==> src/rtl/fifo_rr_arb.sv <==
// fifo_rr_arb: round-robin arbiter that merges N valid/ready requester streams into one
// registered FIFO write port, tagging each beat with its source index.
// Optional macro PKT_LOCK_EN: when defined, a grant is held until the grantee's i_last beat
// (packet mode). When undefined, a grant ends after MAX_BURST beats or when the grantee
// drops i_val (burst mode).
module fifo_rr_arb #(
    parameter int unsigned N         = 4,
    parameter int unsigned WIDTH     = 32,
    parameter int unsigned MAX_BURST = 16,
    localparam int unsigned SW       = (N > 1) ? $clog2(N) : 1
) (
    input  logic             clk,
    input  logic             arst_n,
    input  logic [N-1:0]     i_val,
    output logic [N-1:0]     i_rdy,
    input  logic [N*WIDTH-1:0] i_data,
    input  logic [N-1:0]     i_last,
    output logic             o_val,
    input  logic             o_rdy,
    output logic [WIDTH-1:0] o_data,
    output logic             o_last,
    output logic [SW-1:0]    o_src,
    output logic             o_busy
);

    localparam int unsigned CW = $clog2(MAX_BURST + 1);

    typedef enum logic [0:0] {StIdle, StGrant} state_e;

    state_e         state_q, state_d;
    logic [SW-1:0]  ptr_q, ptr_d;
    logic [SW-1:0]  grant_q, grant_d;
    logic [CW-1:0]  cnt_q, cnt_d;

    logic             o_val_q;
    logic [WIDTH-1:0] o_data_q;
    logic             o_last_q;
    logic [SW-1:0]    o_src_q;

    logic             sel_val;
    logic [WIDTH-1:0] sel_data;
    logic             pick_found;
    logic [SW-1:0]    pick_idx;
    logic             out_free;
    logic             busy;
    logic             accept;
    logic             last_beat;
    logic             release_grant;

`ifdef PKT_LOCK_EN
    logic             sel_last;
`else
    // i_last has no meaning in burst mode; folded here so it is not left dangling.
    logic             unused_last;
    assign unused_last = ^i_last;
`endif

    // Select the current grantee's valid, data and last flag.
    always_comb begin
        sel_val  = 1'b0;
        sel_data = '0;
`ifdef PKT_LOCK_EN
        sel_last = 1'b0;
`endif
        for (int unsigned k = 0; k < N; k++) begin
            if (grant_q == SW'(k)) begin
                sel_val  = i_val[k];
                sel_data = i_data[k*WIDTH +: WIDTH];
`ifdef PKT_LOCK_EN
                sel_last = i_last[k];
`endif
            end
        end
    end

    // Round-robin pick: first valid requester searching ptr+1, ptr+2, ... modulo N.
    always_comb begin
        int unsigned cand;
        pick_found = 1'b0;
        pick_idx   = '0;
        cand       = 0;
        for (int unsigned i = 1; i <= N; i++) begin
            cand = 32'(ptr_q) + i;
            if (cand >= N) begin
                cand = cand - N;
            end
            for (int unsigned k = 0; k < N; k++) begin
                if (!pick_found && (cand == k) && i_val[k]) begin
                    pick_found = 1'b1;
                    pick_idx   = SW'(k);
                end
            end
        end
    end

    // FSM state register.
    always_ff @(posedge clk or negedge arst_n) begin
        if (!arst_n) begin
            state_q <= StIdle;
            ptr_q   <= SW'(N - 1);
            grant_q <= '0;
            cnt_q   <= '0;
        end else begin
            state_q <= state_d;
            ptr_q   <= ptr_d;
            grant_q <= grant_d;
            cnt_q   <= cnt_d;
        end
    end

    // FSM next state: arbitrate in idle, count beats and detect release while granted.
    always_comb begin
        state_d = state_q;
        ptr_d   = ptr_q;
        grant_d = grant_q;
        cnt_d   = cnt_q;
        unique case (state_q)
            StIdle: begin
                if (pick_found) begin
                    grant_d = pick_idx;
                    cnt_d   = '0;
                    state_d = StGrant;
                end
            end
            StGrant: begin
                if (accept) begin
                    cnt_d = cnt_q + CW'(1);
                end
                if (release_grant) begin
                    // Just-served requester drops to lowest priority next round.
                    ptr_d   = grant_q;
                    state_d = StIdle;
                end
            end
            default: state_d = StIdle;
        endcase
    end

    // FSM outputs: handshake toward requesters and the release decision.
    always_comb begin
        busy     = (state_q == StGrant);
        out_free = ~o_val_q | o_rdy;
        accept   = busy & sel_val & out_free;
`ifdef PKT_LOCK_EN
        last_beat     = sel_last;
        release_grant = accept & sel_last;
`else
        last_beat     = (cnt_q == CW'(MAX_BURST - 1));
        // A grantee that goes idle gives up the grant without producing a beat.
        release_grant = (accept & last_beat) | (busy & ~sel_val);
`endif
        i_rdy = '0;
        for (int unsigned k = 0; k < N; k++) begin
            i_rdy[k] = busy & out_free & (grant_q == SW'(k));
        end
    end

    // Output stage: load on an accepted beat, drain when the FIFO takes it, else hold.
    always_ff @(posedge clk or negedge arst_n) begin
        if (!arst_n) begin
            o_val_q  <= 1'b0;
            o_data_q <= '0;
            o_last_q <= 1'b0;
            o_src_q  <= '0;
        end else if (accept) begin
            o_val_q  <= 1'b1;
            o_data_q <= sel_data;
            o_last_q <= last_beat;
            o_src_q  <= grant_q;
        end else if (o_val_q && o_rdy) begin
            o_val_q  <= 1'b0;
        end
    end

    assign o_val  = o_val_q;
    assign o_data = o_data_q;
    assign o_last = o_last_q;
    assign o_src  = o_src_q;
    assign o_busy = (state_q == StGrant);

endmodule
==> config.mk <==
export PLATFORM = sky130hd
export DESIGN_NAME = fifo_rr_arb
export DESIGN_NICKNAME = d
export VERILOG_FILES = /design/src/rtl/fifo_rr_arb.sv
export SDC_FILE = /design/constraint.sdc
export NUM_CORES = 1
export LEC_CHECK = 0
export ABC_AREA = 1
export BUFFER_PORTS_ARGS = -buffer_cell sky130_fd_sc_hd__clkbuf_2
export CAP_MARGIN = 0
export CORE_AREA = 3 3 96 75
export DETAILED_ROUTE_END_ITERATION = 8
export DIE_AREA = 0 0 99 78
export GPL_ROUTABILITY_DRIVEN = 0
export GPL_TIMING_DRIVEN = 0
export PLACE_DENSITY_LB_ADDON = 0.2
export SLEW_MARGIN = 10
export SYNTH_ARGS = -nofsm -noshare
export SYNTH_HDL_FRONTEND = slang
export SYNTH_SLANG_ARGS = --single-unit
==> constraint.sdc <==
create_clock -name clk -period 3.55 [get_ports clk]
set_input_delay 0.355 -clock clk [delete_from_list [all_inputs] [get_ports clk]]
set_output_delay 0.355 -clock clk [all_outputs]
set_load 0.005 [all_outputs]
---- Word-level counts from Yosys, hierarchy flattened ----
Index checks and enable logic that the tools add are counted.
storage, ports and cells
  output and inout port bits .............. 41
  ROM bits ................................ 0
  latch bits .............................. 0
  memories ................................ 0
  memory bits (writable) .................. 0
  input port bits ......................... 139
  word-level logic and storage cells ...... 160
  register bits after elaboration ......... 46
operators by class
  magnitude comparators ................... 4
  multiply operators ...................... 0
  add/subtract/negate cells ............... 9
  muxes and demuxes ....................... 51
  equality and inequality tests ........... 18
  bitwise operators ....................... 14
  shift operators ......................... 0
  divide/modulo/power cells ............... 0
  reduce and logical (&&, ||, !) cells .... 56
operator list
  cell                 number
  $eq 32x2->1 const B  8
  $mux 32              8
  $eq 32x1->1 const B  4
  $logic_not 32->1     4
  $logic_and 1x1->1    32
  $mux 2               14
  $mux 1               25
  $logic_not 1->1      15
  $sub 3x3->4 const B  3
  $mux 5               2
  $pmux 5 s2           1
  $and 1x1->1          9
  $ge 3x3->1 const B   3
  $add 2x2->3 const B  2
  $reduce_and 2->1     3
  $add 5x1->5 const B  1
  $eq 5x4->1 const B   1
  $sub 4x3->5 const B  1
  $add 2x3->4 const B  1
  $eq 2x2->1 const B   2
  $ge 4x3->1 const B   1
  $add 2x1->3 const B  1
  $not 1->1            3
  $eq 2x1->1 const B   1
  6 further kinds      7

---- Logic depth before layout (Yosys ltp) ----
  depth in word-level cells ............... 68
  gate-level depth with buffers ........... 14
  mapped depth without buffers ............ 14

---- Worst setup path before layout ----
OpenSTA, ideal clock, no wires.
  path kind ............................... register to register
  start ................................... register ptr_q[0]
  end ..................................... register grant_q[0]
  slack ................................... 1.772 ns
  data required time ...................... 3.434 ns
  data arrival time ....................... 1.661 ns
  setup time .............................. 0.116 ns
  cell stages (with the launch flop) ...... 14
  clock period less this slack ............ 1.778 ns
  path buffers ............................ 0
  cell sequence ........................... dfstp_2 -> inv_2 -> nand3_1 -> nand3_2 -> nor2_4 -> nand4_4 -> nor2_4 -> nand4_2 -> nor2_2 -> nand3_2 -> nand2_4 -> inv_2 -> nand2_1 -> nand2_1
between the ends
  cells in the longest elaborated chain, start to end .. 67
  elaborated cells between the ends (all ways) .. 110
  classes of those cells .................. 8 x add/sub; 4 x order compare; 12 x eq/ne; 35 x mux; 51 x reduce/logical
RTL lines
  element                                           RTL line  source
  start, declared                                   31        logic [SW-1:0] ptr_q, ptr_d;
  start signal, assigned                            100       ptr_q <= SW'(N - 1);
  start signal, assigned                            105       ptr_q <= ptr_d;
  $add 2x1->3                                       83        cand = 32'(ptr_q) + i;
  $sub 3x3->4 / $ge 3x3->1 (equally long branches)  85, 84
  $mux 32                                           84        if (cand >= N) begin
  $logic_not 32->1                                  88        if (!pick_found && (cand == k) && i_val[k]) begin
  $logic_and 1x1->1                                 88
  $mux 1                                            88
  $logic_not 1->1                                   88
  $logic_and 1x1->1 (2 in a row)                    88
  [48 not listed]                                   --
  $mux 1                                            88
  $logic_not 1->1                                   88
  $logic_and 1x1->1 (2 in a row)                    88
  $mux 1                                            88
  $logic_not 1->1                                   88
  $logic_and 1x1->1 (2 in a row)                    88
  $mux 1                                            88
  $reduce_and 2->1 (no line)                        --
  end signal, assigned                              106       grant_q <= grant_d;
  end, declared                                     32        logic [SW-1:0] grant_q, grant_d;
Parallel ways exist; a longest one is shown, timed or not.
A chain may end at the register's enable or synchronous reset.

---- Final worst setup path ----
  start ................................... register grant_q[0]
  end ..................................... output port i_rdy[3]
between the ends
  cells in the longest elaborated chain, start to end .. 2
RTL lines
  element        RTL line  source
  $eq 2x2->1     154       i_rdy[k] = busy & out_free & (grant_q == SW'(k));
  $and 1x1->1    154
  end, declared  15        output logic [N-1:0] i_rdy,
Every way passes these cells.

==> out/results.ini <==
[status]
status=finished, final reports clean

[pwr]
ir_drop_v=0.000359
p_leak_uw=0.00219
power_uw=3260
p_per_area_nw_per_um2=818

[layout]
num-fill-cells=596
antenna_cells=0
area_growth_pct=36.0
regArea_um2=1150
layout-drive-gt1-share_pct=35.4
multiInputGateArea_um2=1600
final_area_um2=3990
nets=752

[critical_path]
endpoint_kind=primary output
r2r_cells=6
r2r-start=grant_q[0]$_DFFE_PN0P_
rrSetupSlack_ps=1330
path_class=flip-flop to primary output
start_kind=flip-flop
cp.required_ps=3190
crit_arrival_ps=1910
crit_path_max_fanout=10
timing.rr.end=o_data[27]$_DFFE_PN0P_

[timing]
max_freq_ghz=0.442
fin_crit_sh_pct=63.7
finalHoldViolCount=0
rsz0062_at_grt=false
skew_ps=7.86
finalSetupViolations=0
tightest_slew_ps=1060
finalSetupTns_ps=0
finalMaxSlewViolations=0
fin_crit_ps=2260
max_slew_margin_pct=29.2
fin_ws_ps=1290
hold_slack_ps=236

[yosys]
synth_top_area_share_pct=37.5
synth_most_common_cell=nand2_1
synth.distinct_cells=30
synth_nets=570
ys.flop_type=dfrtp_1
synth_seq_cells=46
seq_area_frac_synth_pct=39.3
synth_top_area_cell=dfrtp_1
async_flop_share_pct=100
syn_area_per_cell_um2=6.84
yosys_warnings=0
postSynthCellCount=429
synth_edf_count=0
ys_top_cells_by_area=dfrtp_1 (38%), nand2_1 (21%), nand3_1 (8.0%), o21ai_0 (4.8%), o21ai_1 (4.8%)
synthTopCellsByCount=nand2_1 (166), nand3_1 (47), dfrtp_1 (44), o21ai_0 (28), o21ai_1 (28)
netlist_area_um2=2930

[floorplan]
rows=25
initial_core_util_pct=46.7
io-pin-count=180
dieArea_um2=7720
die-height_um=78
core-area_um2=6290
die_w_um=99

[worst_hold_path]
hp-class=input pin to async pin

[clock_network]
clock-root-buffer=clkbuf_8
clock_latency_ps=300
path_clk_slew_ps=80
cts_resized=0
cts_tree=built
clk_path_buf_depth=2
htreeDepth=2
cts_buffers=5
clock-sinks=46
post_cts_buffers=0
ctsHoldBuffers=0

[detailed_routing]
num_vias=3628
routed_via_density=5.24
drt-initial-drc-count=174
wl_um=10300
antenna_left=0
dr.pass1.iters=6
drc=0
wire_per_inst_um=15.0

[global_routing]
grt_usage_pct=25.7
grt_max_degree=47
grt_overflow=0
grt_pass1_vias=3289
antenna_found_initial=0
grt_pass1_wl_um=16000

[place]
dp_slack_ps=1370
post-dp-hpwl_um=8100
io_buffers=175
placed_cell_area_um2=3910

[flow_run]
max-cap-violations=0

==> through the flow <==
stage | instances | utilization (%)
after CTS | 692 | 63.5
after global routing | 692 | 63.5
after global placement | 685 | 62.2
after detailed placement | 685 | 62.2
final | 692 | 63.5
after floorplan | 429 | -
==> worst max path at each step <==
| stage | start | to | slack, ps |
|---|---|---|---|
| floorplan | ptr_q[0]$_DFFE_PN1P_ | grant_q[0]$_DFFE_PN0P_ | 1770 |
| global placement | grant_q[0]$_DFFE_PN0P_ | o_data[27]$_DFFE_PN0P_ | 1370 |
| detailed placement | grant_q[0]$_DFFE_PN0P_ | o_data[27]$_DFFE_PN0P_ | 1370 |
| CTS | grant_q[0]$_DFFE_PN0P_ | i_rdy[3] | 1270 |
| global route | grant_q[0]$_DFFE_PN0P_ | i_rdy[3] | 1150 |
| finish | grant_q[0]$_DFFE_PN0P_ | i_rdy[3] | 1290 |
==> cell families (layout without fill, tap and decap cells) <==
| group | Yosys count | in the layout | synth area share [%] |
|---|---|---|---|
| adders and majority gates | 2 | 2 | 0.853 |
| AOI/OAI and AO/OA | 70 | 70 | 12.7 |
| DFF | 46 | 46 | 39.3 |
| buffers and inverters | 45 | 227 | 6.10 |
| and+or+nand+nor | 266 | 266 | 41.1 |
==> final cells by class <==
| class | count | share of cell area [%] |
|---|---|---|
| clock buffers | 5 | 1.72 |
| clock inverters | 2 | 0.251 |
| repair buffers | 175 | 22.0 |
| well taps | 81 | 2.54 |
| inverters | 22 | 2.07 |
| flip-flops and latches | 46 | 28.9 |
| multi-input cells | 338 | 40.1 |
| plain buffers | 23 | 2.41 |
==> sequential cells by signal, indices dropped and copies added, names as in the netlist <==
register	flops
o_src	2
o_val	1
o_last	1
o_busy	1
cnt_q	5
o_data	32
grant_q	2
ptr_q	2
==> routing by layer <==
layer  vias to the layer above  track usage [%]  routed length, µm
met1                      1667             32.1               4370
met4                         0             4.23                110
met2                       155             46.0               5050
met5                         -                0                  0
li1                       1793                -                  -
met3                        13             5.75                816
==> worst max-delay path: stages, from the launching register on <==
cell,delay [ps]
dfrtp_1,400
buf_2,200
nand2_1,330
clkbuf_1,440
nor2_1,110
clkbuf_2,130
==> report_power, final <==
| part | switching [µW] | internal [µW] |
|---|---|---|
| Sequential | 168 | 767 |
| Combinational | 1300 | 718 |
| Clock | 179 | 133 |
==> cells in the final DEF (no fill, tap or decap), types with 3 or more instances in the layout <==
cell type	n
dfrtp_1	44
a21oi_1	7
inv_1	17
o21ai_1	28
nor2_1	18
clkbuf_2	174
nand4_1	15
clkbuf_1	14
nand3_1	47
nor2_2	3
inv_2	4
nand2_1	166
clkbuf_8	5
o21ai_0	28
buf_2	9
nand3_2	7
(Power assumes the default switching activity.)
